==> src/rtl/imem_loader.sv <==
// Byte-stream instruction memory loader: parses a counted, XOR-checksummed image,
// writes it word by word and holds the core in reset until the image is verified.
module imem_loader #(
   parameter int DEPTH  = 256,
   parameter int ADDR_W = 8
) (
   input  logic              clk,
   input  logic              reset,
   input  logic              rx_valid,
   input  logic [7:0]        rx_data,
   output logic              rx_ready,
   output logic              imem_we,
   output logic [ADDR_W-1:0] imem_addr,
   output logic [31:0]       imem_wdata,
   output logic              core_reset,
   output logic              load_done,
   output logic              load_error
);

   typedef enum logic [2:0] {HDR_LO, HDR_HI, DATA, CHECK, DONE, ERROR} state_t;

   localparam logic [16:0] DEPTH_L = 17'(DEPTH);

   state_t          state;
   logic [7:0]      count_lo;
   logic [7:0]      csum;
   logic [ADDR_W:0] word_idx;
   logic [ADDR_W:0] word_cnt;
   logic [ADDR_W:0] word_idx_nxt;
   logic [1:0]      byte_idx;
   logic [23:0]     word_buf;
   logic [16:0]     n_words;
   logic            accept;

   assign accept       = rx_valid && rx_ready;
   assign n_words      = {1'b0, rx_data, count_lo};
   assign word_idx_nxt = word_idx + {{ADDR_W{1'b0}}, 1'b1};

   always_comb begin
      rx_ready = 1'b0;
      case (state)
         HDR_LO, HDR_HI, DATA, CHECK: rx_ready = 1'b1;
         default:                     rx_ready = 1'b0;
      endcase
   end

   always_ff @(posedge clk or posedge reset) begin
      if (reset) begin
         state      <= HDR_LO;
         count_lo   <= '0;
         csum       <= '0;
         word_idx   <= '0;
         word_cnt   <= '0;
         byte_idx   <= '0;
         word_buf   <= '0;
         imem_we    <= 1'b0;
         imem_addr  <= '0;
         imem_wdata <= '0;
         core_reset <= 1'b1;
         load_done  <= 1'b0;
         load_error <= 1'b0;
      end else begin
         imem_we <= 1'b0;
         if (accept) begin
            case (state)
               HDR_LO: begin
                  count_lo <= rx_data;
                  state    <= HDR_HI;
               end
               HDR_HI: begin
                  if (n_words == '0) begin
                     state <= CHECK;
                  end else if (n_words > DEPTH_L) begin
                     state      <= ERROR;
                     load_error <= 1'b1;
                  end else begin
                     word_cnt <= n_words[ADDR_W:0];
                     word_idx <= '0;
                     byte_idx <= '0;
                     state    <= DATA;
                  end
               end
               DATA: begin
                  // Bytes enter at the top so byte 0 ends up in bits [7:0].
                  csum     <= csum ^ rx_data;
                  byte_idx <= byte_idx + 2'd1;
                  word_buf <= {rx_data, word_buf[23:8]};
                  if (byte_idx == 2'd3) begin
                     imem_we    <= 1'b1;
                     imem_addr  <= word_idx[ADDR_W-1:0];
                     imem_wdata <= {rx_data, word_buf};
                     word_idx   <= word_idx_nxt;
                     if (word_idx_nxt == word_cnt)
                        state <= CHECK;
                  end
               end
               CHECK: begin
                  if (rx_data == csum) begin
                     state      <= DONE;
                     core_reset <= 1'b0;
                     load_done  <= 1'b1;
                  end else begin
                     state      <= ERROR;
                     load_error <= 1'b1;
                  end
               end
               default: ;
            endcase
         end
      end
   end

endmodule

==> config.mk <==
export PLATFORM = sky130hd
export DESIGN_NAME = imem_loader
export DESIGN_NICKNAME = d
export VERILOG_FILES = /design/src/rtl/imem_loader.sv
export SDC_FILE = /design/constraint.sdc
export NUM_CORES = 1
export LEC_CHECK = 0
export CORE_MARGIN = 3
export CORE_UTILIZATION = 49
export DETAILED_ROUTE_END_ITERATION = 10
export PLACE_DENSITY_LB_ADDON = 0.08
export SLEW_MARGIN = 15
export SYNTH_ARGS = -nofsm -noshare
export SYNTH_HDL_FRONTEND = slang
export SYNTH_SLANG_ARGS = --single-unit
export TNS_END_PERCENT = 1
==> constraint.sdc <==
create_clock -name clk -period 4.4 [get_ports clk]
set_clock_uncertainty 0.05 [all_clocks]
set_input_delay 0.88 -clock clk [delete_from_list [all_inputs] [get_ports clk]]
set_output_delay 0.88 -clock clk [all_outputs]
set_load 0.005 [all_outputs]
==> flow_summary.ini <==
[status]
outcome = finished clean

[power_and_ir_drop]
p_int_mw = 1.23
peakVddDrop_uv = 223
p_comb_frac = 0.031
seqPwrFrac = 0.603
p_clk_frac = 0.366
swShare = 0.251
power.density_nw_per_um2 = 301
p_leak_nw = 2.62
power.switching_mw = 0.411

[floorplanning]
io_pins = 56
dieArea_um2 = 10600
die_w_um = 103
start_util = 0.517
dieHeight_um = 103
core.rowCount = 34
core_um2 = 8930

[timing]
tightest_slew_ns = 0.829
min_period_ns = 2.94
fin_ws_ns = 1.46
holdWs_ns = 0.431
rsz0062_at_grt = no
period_share = 0.667
max_freq_mhz = 340
report.final.slew_viol_count = 0
hold_viol_final = 0
slew_headroom = 0.447
setup_violations = 0
setup-tns-final_ns = 0

[setup_path]
endpoint_kind = flop
cp_data_required_time_ns = 4.60
critPathKind = in2reg
r2r_slack_ns = 2.06
path_max_fanout = 10
startpoint = rx_data[4]
critPathCapture = word_idx[7]
reg2reg_to = word_idx[7]
start_kind = input port
path_cells = clkdlybuf4s50_1 > or4_4 > nor4_4 > a22oi_2 > o31ai_1 > o41ai_1
crit_arrival_ns = 3.14
cp_slowest_cell = or4_4
r2r_cells = 5
worst_path_largest_cell_delay_ns = 0.60
reg2reg_from = count_lo[4]

[place]
pre_cts_slack_ns = 1.06
dp_hpwl_um = 6200
place_congestion = 0.859
io_buffer_count = 55

[routing]
drtIter0Drc = 134
route.vias.total = 3123
totalWireLength_um = 9260
post-route-drc-count = 0
viasPerCell = 5.36
drtPass1Iterations = 4
routedWlPerCell_um = 15.9
ant_nets = 0

[grt]
top_usage_layer = met2
grtUsageMet2 = 0.295
grt_usage = 0.196
grt_max_degree = 69
grt_pass1_wl_um = 16000
grt_use_met3 = 0.0338
grt_pass1_vias = 3171
antenna_found_initial = 0
grt.overflow.total = 0
grt_util_met1 = 0.286

[clock_tree]
ctsResizeCount = 0
cts_buffers = 9
cts_max_path_buffers = 2
clk_latency_ns = 0.38
cts_setup_buffers = 0
cts.sinks = 107
ctsHoldBuffers = 0
h-tree-depth = 3
cts_tree = yes
clockRootBuffer = clkbuf_8
clkTransAtPathRegs_ns = 0.10

[finish]
num-fill-cells = 783
diodes = 0
seq_area_um2 = 2680
fin_nets = 483
drive_above_1_share = 0.158
syn_to_final_growth_pct = 18.0
multi_input_area_um2 = 1820

[synth]
syn-num-nets = 432
synth.avg_cell_area_um2 = 11.0
syn_inst = 419
ys_async_sr_fraction = 1.00
synth_flop_cell = dfrtp_1
yosysUniqueCellTypes = 48
syn_area_um2 = 4620
synth_warnings = 0
synth-seq-cells = 107
synth_edf_count = 0
synth_seq_area_share = 0.580

[worst_hold_path]
hold_path.class = reg2reg

[job]
maxCapViolations = 0
-- metal layers --
layer | part of all wire | vias to the layer above | routed length [um]
met2 | 0.46 | 81 | 4250
met4 | 0.018 | 0 | 168
li1 | - | 1519 | -
met3 | 0.046 | 13 | 424
met5 | 0 | - | 0
met1 | 0.48 | 1510 | 4410
-- worst max-delay path: cells and delay by family --
family                 cells  cell delay [ns]
AO/OA/AOI/OAI              3             0.68
buffers and inverters      1             0.54
AND/OR/NAND/NOR            2             1.04
-- synthesized netlist by cell type, types with 2 or more instances --
cell / number / area share
nand2_1: 129 / 0.10
dfrtp_1: 106 / 0.57
mux2_2: 41 / 0.10
xnor2_1: 26 / 0.049
clkbuf_1: 12 / 0.0098
o31ai_1: 11 / 0.018
o21ai_0: 10 / 0.011
nor2_1: 9 / 0.0073
nand3_1: 8 / 0.0087
buf_2: 5 / 0.0054
nand4_1: 5 / 0.0068
inv_1: 4 / 0.0033
o21ai_1: 4 / 0.0043
a21oi_1: 3 / 0.0033
nor3_1: 3 / 0.0033
or4_1: 3 / 0.0049
xor2_1: 3 / 0.0057
a31oi_1: 2 / 0.0027
and2_1: 2 / 0.0027
buf_4: 2 / 0.0033
ha_1: 2 / 0.0054
o211ai_1: 2 / 0.0033
o41ai_1: 2 / 0.0038
-- layout by cell type (no fill, tap or decap), types with 3 or more instances in the layout --
| cell type | instances |
|---|---|
| mux2_2 | 41 |
| xnor2_1 | 26 |
| nand2_1 | 129 |
| or4_1 | 3 |
| clkbuf_8 | 9 |
| buf_4 | 5 |
| o21ai_0 | 10 |
| o31ai_1 | 11 |
| clkdlybuf4s50_1 | 55 |
| inv_1 | 3 |
| nand4_1 | 5 |
| nor2_1 | 9 |
| xor2_1 | 3 |
| nand3_1 | 8 |
| nor3_1 | 3 |
| a21oi_1 | 3 |
| dfrtp_1 | 106 |
| o21ai_1 | 4 |
-- stage by stage --
stage,instances,power (mW),utilization,cell area [um2]
after CTS,583,1.66,0.610,5450
final,583,1.64,0.610,5450
after global routing,583,1.71,0.610,5450
after detailed placement,567,1.06,0.587,5240
after floorplan,419,1.04,-,4620
after global placement,567,1.06,0.587,5240
-- power groups by stage --
stage          clock [mW]  sequential (mW)  combinational (mW)
6_report            0.599            0.990              0.0509
5_1_grt             0.659            0.991              0.0575
4_1_cts             0.618            0.990              0.0530
3_5_place_dp            0             1.01              0.0529
3_3_place_gp            0             1.01              0.0521
2_1_floorplan           0             1.01              0.0281
-- sequential cells by signal, indices dropped and copies added, names as in the netlist --
register,flops
core_reset,1
count_lo,8
imem_wdata,32
word_idx,9
word_cnt,9
byte_idx,2
word_buf,24
imem_we,1
imem_addr,8
csum,8
state,3
load_done,1
load_error,1
-- cell type report --
type	count	area share
Clock inverter	7	0.0145
Inverter	5	0.00391
Multi-Input combinational cell	287	0.334
Timing Repair Buffer	60	0.108
Tap cell	108	0.0248
Sequential cell	107	0.492
Clock buffer	9	0.0227
-- cells by family after synthesis --
kind of cell / synth area share
muxes: 0.100
buffers and inverters: 0.0255
DFF: 0.580
AOI/OAI and AO/OA: 0.0594
xor gates and xnor gates: 0.0550
and+or+nand+nor: 0.174
adders and majority gates: 0.00542
-- worst min-delay path by stage --
stage / startpoint / slack (ns) / cells past startpoint / endpoint
after global routing: load_error / 0.46 / 1 / load_error
after detailed placement: load_error / 0.41 / 1 / load_error
after floorplan: word_buf[0] / 0.39 / 2 / word_buf[0]
after global placement: word_buf[4] / 0.40 / 2 / word_buf[4]
after CTS: imem_addr[1] / 0.44 / 2 / imem_addr[1]
final: imem_addr[1] / 0.43 / 2 / imem_addr[1]
Power figures use the tool's default switching activity.
